--- src/rtl/ramb4_fifo_pkg.sv ---
`default_nettype none
// ============================================================================
//  Module   : ramb4_fifo_pkg
//  Brief    : Shared constants and types for the RAMB4_S16 FIFO controller.
//  Revision : 1.0 - initial release
// ============================================================================
package ramb4_fifo_pkg;

    localparam int DATA_W    = 16;
    localparam int ADDR_W    = 8;
    localparam int RAM_DEPTH = 2 ** ADDR_W;
    localparam int CNT_W     = 9;

    // Side that won the most recent conflicting RAM cycle.
    typedef enum logic {
        GNT_WR = 1'b0,
        GNT_RD = 1'b1
    } grant_t;

endpackage
`default_nettype wire

--- src/rtl/ramb4_fifo_obuf.sv ---
`default_nettype none
// ============================================================================
//  Module   : ramb4_fifo_obuf
//  Brief    : Two-entry output buffer catching RAM read data; head is slot 0.
//  Revision : 1.0 - initial release
// ============================================================================
module ramb4_fifo_obuf
    import ramb4_fifo_pkg::*;
#(
    parameter int WIDTH = DATA_W
) (
    input  logic             clk,
    input  logic             rst_n,
    input  logic             push,
    input  logic [WIDTH-1:0] push_data,
    input  logic             pop,
    output logic [1:0]       cnt,
    output logic [WIDTH-1:0] head
);

    logic [WIDTH-1:0] r_slot0;
    logic [WIDTH-1:0] r_slot1;
    logic [1:0]       r_cnt;

    always_ff @(posedge clk) begin
        if (!rst_n) begin
            r_cnt <= 2'd0;
        end else begin
            case ({push, pop})
                2'b10: begin
                    if (r_cnt == 2'd0) begin
                        r_slot0 <= push_data;
                    end else begin
                        r_slot1 <= push_data;
                    end
                    r_cnt <= r_cnt + 2'd1;
                end
                2'b01: begin
                    r_slot0 <= r_slot1;
                    r_cnt   <= r_cnt - 2'd1;
                end
                2'b11: begin
                    // Simultaneous push/pop keeps the occupancy, data shifts forward.
                    if (r_cnt == 2'd1) begin
                        r_slot0 <= push_data;
                    end else begin
                        r_slot0 <= r_slot1;
                        r_slot1 <= push_data;
                    end
                end
                default: begin
                end
            endcase
        end
    end

    assign cnt  = r_cnt;
    assign head = r_slot0;

endmodule
`default_nettype wire

--- src/rtl/ramb4_s16_fifo_ctrl.sv ---
`default_nettype none
// ============================================================================
//  Module   : ramb4_s16_fifo_ctrl
//  Brief    : FIFO controller using one 256x16 single-port block RAM as storage.
//  Revision : 1.0 - initial release
// ============================================================================
module ramb4_s16_fifo_ctrl #(
    parameter int DATA_W     = ramb4_fifo_pkg::DATA_W,
    parameter int ADDR_W     = ramb4_fifo_pkg::ADDR_W,
    parameter int OBUF_DEPTH = 2
) (
    input  logic                              CLK,
    input  logic                              RST_N,
    input  logic                              wr_valid,
    output logic                              wr_ready,
    input  logic [DATA_W-1:0]                 wr_data,
    output logic                              rd_valid,
    input  logic                              rd_ready,
    output logic [DATA_W-1:0]                 rd_data,
    output logic [ramb4_fifo_pkg::CNT_W-1:0]  count,
    output logic [ADDR_W-1:0]                 ram_addr,
    output logic [DATA_W-1:0]                 ram_di,
    output logic                              ram_en,
    output logic                              ram_we,
    output logic                              ram_rst,
    input  logic [DATA_W-1:0]                 ram_do
);

    import ramb4_fifo_pkg::*;

    localparam logic [ADDR_W:0] c_full       = (ADDR_W + 1)'(RAM_DEPTH);
    localparam logic [2:0]      c_obuf_depth = 3'(OBUF_DEPTH);

    logic [ADDR_W-1:0] r_wptr;
    logic [ADDR_W-1:0] r_rptr;
    logic [ADDR_W:0]   r_ram_cnt;
    logic              r_inflight;
    grant_t            r_last_grant;

    logic [1:0]        w_obuf_cnt;
    logic [DATA_W-1:0] w_obuf_head;
    logic [1:0]        w_obuf_after_pop;
    logic [2:0]        w_occ;
    logic              w_full;
    logic              w_pop;
    logic              w_rd_req;
    logic              w_wr_req;
    logic              w_rd_issue;
    logic              w_wr_issue;

    // Read prefetch only when the landing slot is guaranteed free next cycle.
    always_comb begin
        w_full           = (r_ram_cnt == c_full);
        w_pop            = RST_N && (w_obuf_cnt != 2'd0) && rd_ready;
        w_obuf_after_pop = w_obuf_cnt - {1'b0, w_pop};
        w_occ            = {1'b0, w_obuf_after_pop} + {2'b00, r_inflight};
        w_rd_req         = RST_N && (r_ram_cnt != '0) && (w_occ < c_obuf_depth);
        w_wr_req         = RST_N && wr_valid && !w_full;
        w_rd_issue       = w_rd_req && (!w_wr_req || (r_last_grant == GNT_WR));
        w_wr_issue       = w_wr_req && !w_rd_issue;
    end

    // Written without wr_valid: equals !full && !rd_issue whenever a write is offered.
    assign wr_ready = RST_N && !w_full && !(w_rd_req && (r_last_grant == GNT_WR));

    assign ram_en   = w_rd_issue | w_wr_issue;
    assign ram_we   = w_wr_issue;
    assign ram_addr = w_rd_issue ? r_rptr : r_wptr;
    assign ram_di   = wr_data;
    assign ram_rst  = ~RST_N;

    assign rd_valid = RST_N && (w_obuf_cnt != 2'd0);
    assign rd_data  = w_obuf_head;
    assign count    = CNT_W'(r_ram_cnt) + CNT_W'(w_obuf_cnt) + CNT_W'(r_inflight);

    always_ff @(posedge CLK) begin
        if (!RST_N) begin
            r_wptr       <= '0;
            r_rptr       <= '0;
            r_ram_cnt    <= '0;
            r_inflight   <= 1'b0;
            r_last_grant <= GNT_WR;
        end else begin
            if (w_wr_issue) begin
                r_wptr <= r_wptr + 1'b1;
            end
            if (w_rd_issue) begin
                r_rptr <= r_rptr + 1'b1;
            end
            case ({w_wr_issue, w_rd_issue})
                2'b10:   r_ram_cnt <= r_ram_cnt + 1'b1;
                2'b01:   r_ram_cnt <= r_ram_cnt - 1'b1;
                default: r_ram_cnt <= r_ram_cnt;
            endcase
            r_inflight <= w_rd_issue;
            if (w_rd_req && w_wr_req) begin
                r_last_grant <= w_rd_issue ? GNT_RD : GNT_WR;
            end
        end
    end

    ramb4_fifo_obuf #(
        .WIDTH     (DATA_W)
    ) u_obuf (
        .clk       (CLK),
        .rst_n     (RST_N),
        .push      (r_inflight),
        .push_data (ram_do),
        .pop       (w_pop),
        .cnt       (w_obuf_cnt),
        .head      (w_obuf_head)
    );

endmodule
`default_nettype wire
--- config.mk ---
export PLATFORM = sky130hd
export DESIGN_NAME = ramb4_s16_fifo_ctrl
export DESIGN_NICKNAME = d
export VERILOG_FILES = /design/src/rtl/ramb4_fifo_pkg.sv /design/src/rtl/ramb4_fifo_obuf.sv /design/src/rtl/ramb4_s16_fifo_ctrl.sv
export SDC_FILE = /design/constraint.sdc
export NUM_CORES = 1
export LEC_CHECK = 0
export CAP_MARGIN = 20
export CORE_MARGIN = 3
export CORE_UTILIZATION = 49
export DETAILED_ROUTE_END_ITERATION = 6
export GPL_ROUTABILITY_DRIVEN = 0
export HOLD_SLACK_MARGIN = 0.06
export PLACE_DENSITY = 0.9
export RECOVER_POWER = 50
export SETUP_SLACK_MARGIN = 0.3
export SLEW_MARGIN = 20
export SYNTH_ARGS = -nofsm -noshare
export SYNTH_HDL_FRONTEND = slang
export SYNTH_SLANG_ARGS = --single-unit
--- constraint.sdc ---
create_clock -name CLK -period 4.4 [get_ports CLK]
set_input_delay 0.88 -clock CLK [delete_from_list [all_inputs] [get_ports CLK]]
set_output_delay 0.88 -clock CLK [all_outputs]
set_load 0.05 [all_outputs]
==> results.json, run 1 <==
{
  "worstMarginPinSlew_ps": 939,
  "cts_tree": "done",
  "r2r-end": "r_ram_cnt[8]$_SDFFE_PN0P_",
  "cts.sinks": 61,
  "fin_worst_skew_ps": 9.10,
  "setup_viol_count_final": 0,
  "hp-class": "flop to flop",
  "rsz0062_at_grt": "false",
  "hold_viol": 0,
  "dpl.hpwl_mm": 5.58,
  "cts_made_buffers": 9,
  "r2r_cells": 17,
  "status": "finished clean",
  "critPathMaxFanout": 14,
  "totalPowerFinal_w": 0.00289,
  "grt_pass1_vias": 2702,
  "ctsHoldBuffers": 0,
  "drt_iter0_drc": 126,
  "hold_depth": 1,
  "ys_async_sr_fraction": 0,
  "holdPathEnd": "r_wptr[6]$_SDFFE_PN0P_",
  "die_w_um": 90.6,
  "synth.distinct_cells": 45,
  "p_per_area_nw_per_um2": 683,
  "n_antenna_cell": 0,
  "dp.cells": 476,
  "fin_crit_ps": 4030,
  "r2r_slack_ps": 1000,
  "clk_pin_slew_worst_paths_ps": 70,
  "crit_chain": "dlygate4sd3_1 > and3_1 > ha_1 > xnor2_1 > nand3_1 > a211oi_4 > buf_12 > mux2_2 > buf_4",
  "synth_edf_count": 32,
  "grt_max_degree": 20,
  "fin_hold_ws_ps": 491,
  "crit_required_ps": 3520,
  "dr_total_vias": 2675,
  "synth-main-ff-cell": "edfxtp_1",
  "io_pins": 90,
  "route.antenna.remaining_nets": 0,
  "syn-num-nets": 398,
  "root_buffer": "clkbuf_8",
  "grt_use_total": 0.198,
  "max_cap_viol_count": 0,
  "reg2reg_from": "u_obuf.cnt[1]$_SDFFE_PN0P_",
  "drv_slew": 0,
  "clock.fmax_mhz": 248,
  "drc": 0,
  "critPathMaxStageDelay_ps": 560,
  "critPathBufInv": 3,
  "grt_pass1_wl_mm": 13.1,
  "port-buffer-count": 57,
  "grt.overflow.total": 0,
  "core_area_um2": 6870,
  "wl_mm": 7.86,
  "synthCells": 348,
  "max-slew-margin-rel": 0.374,
  "min-delay-start": "r_wptr[6]$_SDFFE_PN0P_",
  "via_per_inst": 5.43,
  "period_share": 0.916,
  "design_area_um2": 4220,
  "place_area_um2": 4060,
  "start_util": 0.510,
  "worstSetupStartpointType": "primary input",
  "syn_to_final_growth_pct": 20.5,
  "clockBufferDepth": 2,
  "synth_seq_cells": 61,
  "slowest_stage": "dlygate4sd3_1",
  "die_y_um": 90.6,
  "dieArea_um2": 8210,
  "wl_per_cell_um": 15.9,
  "rows": 30,
  "syn_area_um2": 3510,
  "stdcell_count": 493,
  "final_nets": 442,
  "clk_latency_ps": 350,
  "p_leak_nw": 1.66,
  "cts_resized": 0,
  "cp.arrival_ps": 3150,
  "path_delay_family": "buffers and inverters",
  "tns_ps": 0,
  "drive_gt1_frac": 0.166,
  "yosysSeqAreaShare": 0.440,
  "crit_path_end_kind": "primary output",
  "crit_type": "primary input to primary output",
  "ir_worst_vdd_mv": 0.549,
  "antenna_found_initial": 0,
  "syn_area_per_cell_um2": 10.1,
  "ys_warn_count": 0,
  "htree_levels": 3,
  "drt_pass1_iterations": 4
}
-- synth_stat cells, drive strengths merged (7+ instances only) --
cell type / count / area (um^2)
nor2: 25 / 93.8
clkbuf: 9 / 33.8
ha: 12 / 150
xor2: 12 / 105
inv: 15 / 56.3
mux2i: 9 / 90.1
and3: 10 / 62.6
nand3: 12 / 65.1
mux2: 22 / 248
a22oi: 16 / 120
nand2: 51 / 191
xnor2: 12 / 105
edfxtp: 32 / 961
nand4: 7 / 43.8
o21ai: 8 / 43.8
buf: 27 / 195
dfxtp: 29 / 581
-- layer usage --
metal | GRT usage | vias to the layer above | part of all wire
li1 | - | 1301 | -
met1 | 0.242 | 1250 | 0.43
met2 | 0.327 | 108 | 0.48
met3 | 0.0508 | 16 | 0.073
met4 | 0.0931 | 0 | 0.016
met5 | 0 | - | 0
-- logic make-up after synthesis --
logic type,Yosys count,synth area share
adder cells (fa/ha/maj),14,0.0542
AO/OA/AOI/OAI,47,0.102
AND/OR/NAND/NOR,120,0.167
multiplexers,31,0.0964
buffers and inverters,51,0.0814
XOR/XNOR,24,0.0600
flip-flops,61,0.440
-- how the worst max path moves through the flow --
stage | cells after the start | start | slack (ps) | end
3_5_place_dp | 8 | RST_N | 240 | ram_addr[5]
3_3_place_gp | 8 | RST_N | 290 | ram_addr[4]
5_1_grt | 9 | RST_N | 230 | ram_addr[4]
6_report | 9 | RST_N | 370 | ram_addr[5]
2_1_floorplan | 9 | RST_N | 200 | ram_addr[2]
4_1_cts | 9 | RST_N | 420 | ram_addr[5]
-- stage by stage --
| stage | worst slack, ps | utilization |
|---|---|---|
| final | 371 | 0.615 |
| after floorplan | 203 | - |
| after detailed placement | 239 | 0.592 |
| after global routing | 233 | 0.615 |
| after CTS | 420 | 0.619 |
| after global placement | 286 | 0.592 |
-- placed cells by master, fill, tap and decap left out, types with 4 or more instances in the layout --
master           count
a21oi_1              5
a22oi_1             16
and3_1              10
buf_4               17
clkbuf_1             4
clkbuf_8             9
clkdlybuf4s50_1     12
dfxtp_1             29
dlygate4sd3_1       33
edfxtp_1            32
ha_1                12
inv_1               15
mux2_2              22
mux2i_1              9
nand2_1             51
nand3_1             11
nand4_1              7
nor2_1              25
nor3_1               4
o211ai_1             4
o21ai_1              4
o31ai_1              4
xnor2_1             12
xor2_1              12
-- flip-flops by register name, indices dropped and copies added (netlist names) --
signal and cells:
u_obuf.r_slot1 16, u_obuf.head 16, r_ram_cnt 9, r_rptr 8, r_wptr 8, r_inflight 1
r_last_grant 1, u_obuf.cnt 2
-- power breakdown --
group	internal [W]	switching (W)
logic	0.000602	0.000971
clock network	0.000199	0.000226
registers	0.000742	0.000143
total	0.00154	0.00134
-- repair_timing --
action,CTS,global route
setup endpoints to repair,6,6
buffers inserted,1,0
pin swaps,1,2
-- cell type report --
type / instances / area [um^2]
Clock inverter: 7 / 42.5
Sequential cell: 61 / 1540
Fill cell: 555 / 2650
Tap cell: 96 / 120
Timing Repair Buffer: 69 / 653
Clock buffer: 9 / 124
Multi-Input combinational cell: 236 / 1690
Inverter: 15 / 56.3
-- worst register-to-register path: cells and delay by family, from the launching register on --
family                   cells  cell delay, ps
AO/OA/AOI/OAI                3             520
XOR/XNOR                     2             220
adder cells (fa/ha/maj)      3             640
buffers and inverters        3             380
flip-flops                   1             430
multiplexers                 1             180
AND/OR/NAND/NOR              5             950
(Power assumes the default switching activity.)
==> run 2, diff against run 1 <==
GPL_ROUTABILITY_DRIVEN = 1   (was 0)
SKIP_LAST_GASP = 1   (was not set)
==> results of run 2 <==
No change in the layout: final DEF, timing and power equal those of run 1.
==> run 3, diff against run 2 <==
CORE_UTILIZATION = 45   (was 49)
PLACE_DENSITY = 0.87   (was 0.9)
clock period = 3.66 ns   (was 4.4 ns; I/O delays follow)
==> results.json, run 3 (synthesized netlist as in run 1, its figures left out) <==
{
  "rows": 31,
  "slowest_stage": "dfxtp_4",
  "rsz0062_at_grt": "true",
  "dp.cells": 481,
  "clock.fmax_mhz": 295,
  "p_per_area_nw_per_um2": 865,
  "final_common_cell": "nand2_1",
  "stdcell_count": 513,
  "drv_slew": 0,
  "clk_pin_slew_worst_paths_ps": 70,
  "clk_latency_ps": 340,
  "clockBufferDepth": 2,
  "status": "finished clean",
  "p_leak_nw": 1.87,
  "drt_iter0_drc": 134,
  "path_delay_family": "buffers and inverters",
  "critPathMaxStageDelay_ps": 350,
  "setup_ws_ps": 276,
  "crit_path_end_kind": "primary output",
  "worstMarginPinSlew_ps": 899,
  "layout_common_cells": "nand2_1 (51), dlygate4sd3_1 (32), edfxtp_1 (32)",
  "dr_total_vias": 2850,
  "route.antenna.remaining_nets": 0,
  "gp_congestion": 0.875,
  "fin_worst_skew_ps": 9.85,
  "crit_required_ps": 2930,
  "io_pins": 90,
  "crit_type": "flop to primary output",
  "wl_mm": 8.61,
  "grt_max_degree": 20,
  "root_buffer": "clkbuf_8",
  "max-slew-margin-rel": 0.400,
  "dpl.hpwl_mm": 5.54,
  "cts_made_buffers": 9,
  "critPathBufInv": 5,
  "ir_worst_vdd_mv": 0.649,
  "grt_pass1_wl_mm": 14.0,
  "period_share": 0.925,
  "tns_ps": 0,
  "grt_pass1_vias": 2863,
  "syn_to_final_growth_pct": 31.8,
  "critPathMaxFanout": 5,
  "max_cap_viol_count": 0,
  "port-buffer-count": 57,
  "grt_use_total": 0.201,
  "setup_viol_count_final": 0,
  "cp.arrival_ps": 2650,
  "hold_viol": 0,
  "final_nets": 459,
  "drive_gt1_frac": 0.249,
  "dieArea_um2": 8890,
  "wl_per_cell_um": 16.8,
  "worstSetupStartpointType": "flop",
  "fin_crit_ps": 3380,
  "htree_levels": 3,
  "hp-class": "flop to flop",
  "grt.overflow.total": 0,
  "drc": 0,
  "cts_tree": "done",
  "core_area_um2": 7410,
  "cts.sinks": 61,
  "via_per_inst": 5.56,
  "ctsHoldBuffers": 0,
  "die_w_um": 94.3,
  "start_util": 0.473,
  "dp_slack_ps": -31.9,
  "antenna_found_initial": 0,
  "crit_chain": "inv_4 > ha_1 > inv_1 > and3_4 > ha_4 > nand2b_4 > nand3_4 > a211oi_4 > buf_4 > buf_12 > mux2_4 > buf_8",
  "n_antenna_cell": 0,
  "die_y_um": 94.3,
  "drt_pass1_iterations": 4
}
run 3: changes by cell type in the layout (fill, tap and decap cells not counted), moves of 3 or more:
cell,before,now
dfxtp_1,29,26
clkdlybuf4s50_1,12,2
dlygate4sd2_1,0,3
buf_8,0,6
mux2_4,0,6
mux2_2,22,16
buf_4,17,24
run 3: per-stage QoR:
| stage | instance area [um^2] | utilization | total power (W) | hold slack (ps) |
|---|---|---|---|---|
| CTS | 4580 | 0.619 | 0.00398 | 485 |
| global placement | 4180 | 0.564 | 0.00302 | 459 |
| finish | 4620 | 0.624 | 0.00400 | 490 |
| floorplan | 3580 | - | 0.00259 | 443 |
| detailed placement | 4180 | 0.564 | 0.00308 | 469 |
| global route | 4620 | 0.624 | 0.00421 | 528 |
run 3: per-layer routing:
layer | part of all wire | global-route usage
met5 | 0 | 0
met1 | 0.41 | 0.249
met2 | 0.50 | 0.340
met4 | 0.020 | 0.0806
met3 | 0.069 | 0.0417
run 3: path summary, 6_finish.rpt:
kind                                                  from                         to  slack [ps]  cells past startpoint
worst min-delay path                r_rptr[6]$_SDFFE_PN0P_     r_rptr[6]$_SDFFE_PN0P_         490                      1
worst max-delay path            u_obuf.cnt[1]$_SDFFE_PN0P_                ram_addr[0]         280                     12
worst min register to register      r_rptr[6]$_SDFFE_PN0P_     r_rptr[6]$_SDFFE_PN0P_         490                      1
worst max register to register  u_obuf.cnt[1]$_SDFFE_PN0P_  r_ram_cnt[6]$_SDFFE_PN0P_         420                     17
run 3: layout make-up:
type                            instances  area, um^2
Clock buffer                            9         124
Clock inverter                          7        98.8
Fill cell                             572        2790
Inverter                               15        61.3
Multi-Input combinational cell        236        1780
Sequential cell                        61        1550
Tap cell                               99         124
Timing Repair Buffer                   86         878
run 3: report_power, final:
| group | switching, W | internal, W |
|---|---|---|
| sequential | 0.000179 | 0.000898 |
| combinational | 0.00128 | 0.000965 |
| clock | 0.000290 | 0.000386 |
run 3: worst reg2reg max path: cells and delay by family (launching register included):
kind	cells	cell delay [ps]
simple gates	5	940
fa+ha+maj	3	670
buf+inv	5	490
compound gates	2	400
flops	1	350
mux	1	180
xor+xnor	1	150
run 3: repair_timing:
action | in CTS | in global routing
gates cloned | 2 | 0
gates resized for setup | 32 | 20
pin swaps | 3 | 4
buffers inserted | 8 | 6
hold endpoints to repair | 0 | 0
setup endpoints to repair | 18 | 13
